<file path="src/rtl/spram_ctl.sv">
// Byte-addressed load/store controller in front of a 32K x 32 single-port SPRAM.
// Define SPRAM_CTL_SPLIT_EN to run word-crossing accesses as two SPRAM cycles; otherwise they are rejected with err.
module spram_ctl (
   input  logic        clk,
   input  logic        rst_n,
   input  logic        req,
   input  logic        wr,
   input  logic [1:0]  sz,
   input  logic [16:0] addr,
   input  logic [31:0] wdat,
   output logic        rdy,
   output logic        ack,
   output logic        err,
   output logic [31:0] rdat,
   output logic        mem_we,
   output logic [3:0]  mem_bmsk,
   output logic [14:0] mem_a,
   output logic [31:0] mem_vi,
   input  logic [31:0] mem_vo
);

`ifdef SPRAM_CTL_SPLIT_EN
   localparam logic SPLIT_EN = 1'b1;
`else
   localparam logic SPLIT_EN = 1'b0;
`endif

   typedef enum logic [2:0] {S_IDLE, S_A0, S_A1, S_CAP, S_DONE} state_t;

   function automatic logic [31:0] size_mask(input logic [1:0] s);
      case (s)
         2'd0:    return 32'h0000_00FF;
         2'd1:    return 32'h0000_FFFF;
         default: return 32'hFFFF_FFFF;
      endcase
   endfunction

   function automatic logic [7:0] lane_mask(input logic [1:0] s, input logic [1:0] off);
      logic [7:0] m;
      case (s)
         2'd0:    m = 8'h01;
         2'd1:    m = 8'h03;
         default: m = 8'h0F;
      endcase
      return m << off;
   endfunction

   function automatic logic [63:0] store_vec(input logic [1:0] s, input logic [1:0] off,
                                             input logic [31:0] d);
      logic [63:0] v;
      v = {32'b0, d & size_mask(s)};
      return v << {off, 3'b000};
   endfunction

   function automatic logic [31:0] load_extract(input logic [31:0] w1, input logic [31:0] w0,
                                                input logic [1:0] s, input logic [1:0] off);
      logic [63:0] v;
      v = {w1, w0} >> {off, 3'b000};
      return v[31:0] & size_mask(s);
   endfunction

   state_t      state_q, state_d;
   logic        rdy_q, rdy_d;
   logic        ack_q, ack_d;
   logic        err_q, err_d;
   logic [31:0] rdat_q, rdat_d;
   logic        mem_we_q, mem_we_d;
   logic [3:0]  mem_bmsk_q, mem_bmsk_d;
   logic [14:0] mem_a_q, mem_a_d;
   logic [31:0] mem_vi_q, mem_vi_d;

   // Request latched at acceptance; word-1 lanes and data are precomputed here.
   logic        wr_q;
   logic [1:0]  sz_q;
   logic [16:0] addr_q;
   logic [3:0]  lm_hi_q;
   logic [31:0] s_hi_q;
   logic [31:0] w0_q;

   logic [7:0]  lm_i;
   logic [63:0] s_i;
   logic        split_i, split_q, accept, reject;

   assign lm_i    = lane_mask(sz, addr[1:0]);
   assign s_i     = store_vec(sz, addr[1:0], wdat);
   assign split_i = |lm_i[7:4];
   assign split_q = |lm_hi_q;
   assign accept  = req && (state_q == S_IDLE || state_q == S_DONE);
   assign reject  = split_i && !SPLIT_EN;

   always_ff @(posedge clk or negedge rst_n) begin
      if (!rst_n) begin
         state_q    <= S_IDLE;
         rdy_q      <= 1'b1;
         ack_q      <= 1'b0;
         err_q      <= 1'b0;
         rdat_q     <= '0;
         mem_we_q   <= 1'b0;
         mem_bmsk_q <= '0;
         mem_a_q    <= '0;
         mem_vi_q   <= '0;
      end else begin
         state_q    <= state_d;
         rdy_q      <= rdy_d;
         ack_q      <= ack_d;
         err_q      <= err_d;
         rdat_q     <= rdat_d;
         mem_we_q   <= mem_we_d;
         mem_bmsk_q <= mem_bmsk_d;
         mem_a_q    <= mem_a_d;
         mem_vi_q   <= mem_vi_d;
      end
   end

   always_ff @(posedge clk) begin
      if (accept) begin
         wr_q    <= wr;
         sz_q    <= sz;
         addr_q  <= addr;
         lm_hi_q <= lm_i[7:4];
         s_hi_q  <= s_i[63:32];
      end
      if (state_q == S_A1) w0_q <= mem_vo;
   end

   always_comb begin
      state_d = state_q;
      unique case (state_q)
         S_IDLE, S_DONE: begin
            if (accept) state_d = reject ? S_DONE : S_A0;
            else        state_d = S_IDLE;
         end
         S_A0:    state_d = split_q ? S_A1 : (wr_q ? S_DONE : S_CAP);
         S_A1:    state_d = wr_q ? S_DONE : S_CAP;
         S_CAP:   state_d = S_DONE;
         default: state_d = S_IDLE;
      endcase
   end

   // Outputs are computed one state ahead so every port comes straight from a flop.
   always_comb begin
      rdy_d      = (state_d == S_IDLE) || (state_d == S_DONE);
      ack_d      = 1'b0;
      err_d      = 1'b0;
      rdat_d     = rdat_q;
      mem_we_d   = 1'b0;
      mem_bmsk_d = '0;
      mem_a_d    = mem_a_q;
      mem_vi_d   = mem_vi_q;
      case (state_q)
         S_IDLE, S_DONE: begin
            if (accept && reject) begin
               ack_d  = 1'b1;
               err_d  = 1'b1;
               rdat_d = '0;
            end else if (accept) begin
               mem_we_d   = wr;
               mem_bmsk_d = lm_i[3:0];
               mem_a_d    = addr[16:2];
               mem_vi_d   = s_i[31:0];
            end
         end
         S_A0: begin
            if (split_q) begin
               mem_we_d   = wr_q;
               mem_bmsk_d = lm_hi_q;
               mem_a_d    = addr_q[16:2] + 15'd1;
               mem_vi_d   = s_hi_q;
            end else if (wr_q) begin
               ack_d  = 1'b1;
               rdat_d = '0;
            end
         end
         S_A1: begin
            if (wr_q) begin
               ack_d  = 1'b1;
               rdat_d = '0;
            end
         end
         S_CAP: begin
            ack_d  = 1'b1;
            rdat_d = split_q ? load_extract(mem_vo, w0_q, sz_q, addr_q[1:0])
                             : load_extract(32'b0, mem_vo, sz_q, addr_q[1:0]);
         end
         default: ;
      endcase
   end

   assign rdy      = rdy_q;
   assign ack      = ack_q;
   assign err      = err_q;
   assign rdat     = rdat_q;
   assign mem_we   = mem_we_q;
   assign mem_bmsk = mem_bmsk_q;
   assign mem_a    = mem_a_q;
   assign mem_vi   = mem_vi_q;

endmodule

</file>
<file path="config.mk">
export PLATFORM = sky130hd
export DESIGN_NAME = spram_ctl
export DESIGN_NICKNAME = d
export VERILOG_FILES = /design/src/rtl/spram_ctl.sv
export SDC_FILE = /design/constraint.sdc
export NUM_CORES = 1
export LEC_CHECK = 0
export BUFFER_PORTS_ARGS = -buffer_cell sky130_fd_sc_hd__buf_2
export CAP_MARGIN = 25
export CORE_UTILIZATION = 30
export CTS_BUF_LIST = sky130_fd_sc_hd__clkbuf_8
export DETAILED_ROUTE_END_ITERATION = 12
export GPL_TIMING_DRIVEN = 0
export PLACE_DENSITY = 0.53
export SLEW_MARGIN = 25
export SYNTH_ARGS = -nofsm -noshare
export SYNTH_HDL_FRONTEND = slang
export SYNTH_SLANG_ARGS = --single-unit
export TNS_END_PERCENT = 100
</file>
<file path="constraint.sdc">
create_clock -name clk -period 7.9 [get_ports clk]
set_input_delay 1.58 -clock clk [delete_from_list [all_inputs] [get_ports clk]]
set_output_delay 1.58 -clock clk [all_outputs]
set_load 0.02 [all_outputs]
</file>
==> metrics.yaml <==
sta:
  fin_tns_setup_ns: 0
  post-route-period-util_pct: 37.7
  min_period_ns: 2.98
  final-max-slew-violation-count: 0
  finClkSkew_ns: 0.0176
  fmax_mhz: 336
  slew_headroom_pct: 41.8
  rsz0062_at_grt: "no"
  setup_viol: 0
  worst_pin_slew_ns: 0.869
  hold_violations: 0
setup_path:
  required_ns: 8.24
  crit_path_frequent_cell: "buf_2"
  end_kind: "flop"
  r2r_end: "rdat[24]$_DFFE_PN0P_"
  worstPathCellList: "buf_2 > buf_2 > and2_2 > clkbuf_2 > a21oi_1 > o211a_4 > buf_6 > a221o_1"
  path_buf_inv: 4
  crit_type: "input pin to flop"
  cp_max_fo: 10
  critPathSlowestCell: "a221o_1"
  cp_slowest_stage_delay_ns: 0.36
  critPathTopFamily: "compound AO/OA/AOI/OAI gates"
  reg2regPathDepth: 5
  cp.depth: 8
  start_kind: "input pin"
  cp.arrival_ns: 3.32
  reg2reg_from: "ack$_DFF_PN0_"
  r2r_slack_ns: 5.47
global_routing:
  antenna_found_initial: 0
  grt_pass1_vias: 6591
  grt_use_total_pct: 19.4
  gr-total-overflow: 0
  grt_pass1_wl_um: 40600
  grt_max_degree: 56
hold_path:
  hold_end: "mem_a[6]$_DFFE_PN0P_"
  worstHoldStart: "mem_a[6]$_DFFE_PN0P_"
  hold_path_class: "flop to flop"
  hold_depth: 1
yosys:
  yosys.area.top_type: "edfxtp_1"
  synth.distinct_cells: 63
  synth_cells: 680
  netlist.area_leader.share_pct: 28.9
  syn_nets: 768
  synth.most_common_cell: "dfrtp_1"
  netlist_area_sq_um: 8200
  yosys-top-cells-count: "dfrtp_1, edfxtp_1, mux2i_1, o21ai_0, nand3_1"
  synthFlopType: "dfrtp_1"
  synth_seq_cells: 168
  synth_edf_count: 79
  synth-async-reset-ratio_pct: 53.0
  synth_warnings: 0
  synth_seq_area_share_pct: 56.1
  synth.avg_cell_area_sq_um: 12.1
  synth_area_leaders: "edfxtp_1, dfrtp_1, mux2i_1"
clocking:
  cts_sinks: 168
  numCtsBuffers: 17
  cts-htree-levels: 4
  clk_path_buf_depth: 2
  cts_resized: 0
  cts_tree: "built"
  insertion_delay_ns: 0.47
  root_buffer: "clkbuf_8"
  path_clk_slew_ns: 0.10
  cts_setup_buffers: 0
  hold_buffers: 0
die:
  die-width_um: 167
  initial_core_util_pct: 30.5
  die_h_um: 167
  io_pins: 174
  rows: 60
  fp.dieArea_sq_um: 28000
  core-area_sq_um: 26900
cells_and_area:
  fillers: 2727
  finalInstanceArea_sq_um: 9980
  syn2layout_area_growth_pct: 21.7
  drive_above_1_share_pct: 29.4
  multiInputGateArea_sq_um: 3210
  final_cell_count_no_fill: 1232
  diodes: 0
  seq_area_sq_um: 4600
  nNetsFinal: 966
status:
  status: "finished clean"
placed_design:
  dp.final_hpwl_um: 19500
  dp_cells: 1200
  place_congestion: 0.872
  portBuffers: 173
  post_dp_cell_area_sq_um: 9590
route:
  wire_per_inst_um: 21.8
  ant_nets: 0
  routed_wl_um: 26900
  drt_iter0_markers: 482
  drcViolationCount: 0
  drt-vias-per-instance: 5.41
  via_count: 6661
  drt_first_pass_iters: 5
power_and_ir_drop:
  power.leakage_uw: 0.00438
  ir_drop_v: 0.000138
  power.density_nw_per_um2: 324
job:
  cap_violations: 0
layer usage:
layer	track usage (%)	vias up	part of all wire [%]
li1	-	3065	-
met1	26.7	3301	46
met2	30.8	267	47
met3	3.92	28	5.9
met4	5.27	0	1.4
met5	0	-	0
placed cells by master, fill, tap and decap left out, types with 21 or more instances in the layout:
cell / Yosys / layout
clkbuf_1: 21 / 21
mux2i_1: 48 / 48
nor3_1: 30 / 30
nor2_1: 29 / 29
dfrtp_1: 88 / 88
a221o_1: 32 / 32
nand2_1: 23 / 23
buf_2: 17 / 189
o21ai_0: 45 / 45
nand3_1: 36 / 36
edfxtp_1: 79 / 79
report_power, final:
part           leakage (uW)  internal (uW)  switching [uW]
clock              0.000202            237             375
combinational       0.00225            463             825
sequential          0.00192           1190             138
total               0.00438           1890            1340
state kept, by name, summed over array words and instances (netlist names):
signal    cells
rdy           1
s_hi_q       24
state_q       2
mem_we        1
sz_q          2
addr_q       17
wr_q          1
mem_bmsk      4
rdat         32
err           1
ack           1
w0_q         32
lm_hi_q       3
mem_a        15
mem_vi       32
cell type report:
| class | count | share of cell area [%] |
|---|---|---|
| Buffer | 57 | 3.39 |
| Clock buffer | 17 | 2.34 |
| Clock inverter | 15 | 1.59 |
| Inverter | 14 | 0.527 |
| Multi-Input combinational cell | 441 | 32.2 |
| Sequential cell | 168 | 46.1 |
| Tap cell | 341 | 4.28 |
| Timing Repair Buffer | 179 | 9.55 |
through the flow:
step | total power (uW) | utilization, % | setup slack, ns | hold slack, ns
2_1_floorplan | 2140 | - | 4.44 | 0.502
3_3_place_gp | 2620 | 35.3 | 2.88 | 0.475
3_5_place_dp | 2650 | 35.7 | 4.49 | 0.469
4_1_cts | 3260 | 37.1 | 4.98 | 0.500
5_1_grt | 3420 | 37.1 | 4.91 | 0.518
6_report | 3230 | 37.1 | 4.92 | 0.494
cells by family after synthesis:
kind of cell	count (synthesis)	share of synthesized area, %
simple gates	169	10.7
xor+xnor	4	0.427
flops	168	56.1
buf+inv	71	4.76
compound gates	208	19.2
fa+ha+maj	1	0.153
mux	59	8.65
worst register-to-register path: cells and delay by family, from the launching register on:
| family | cells | cell delay, ns |
|---|---|---|
| and+or+nand+nor | 2 | 0.84 |
| buffers and inverters | 2 | 0.79 |
| DFF | 1 | 0.48 |
| AOI/OAI and AO/OA | 1 | 0.26 |
worst max-delay path by stage:
stage	slack (ns)	start	endpoint
after floorplan	4.44	ack$_DFF_PN0_	w0_q[0]$_DFFE_PN_
after global placement	2.88	state_q[0]$_DFF_PN0_	w0_q[26]$_DFFE_PN_
final	4.92	addr[0]	rdat[17]$_DFFE_PN0P_
after detailed placement	4.49	addr[0]	rdat[21]$_DFFE_PN0P_
after global routing	4.91	addr[0]	rdat[17]$_DFFE_PN0P_
after CTS	4.98	addr[0]	rdat[17]$_DFFE_PN0P_
Power figures use the tool's default switching activity.
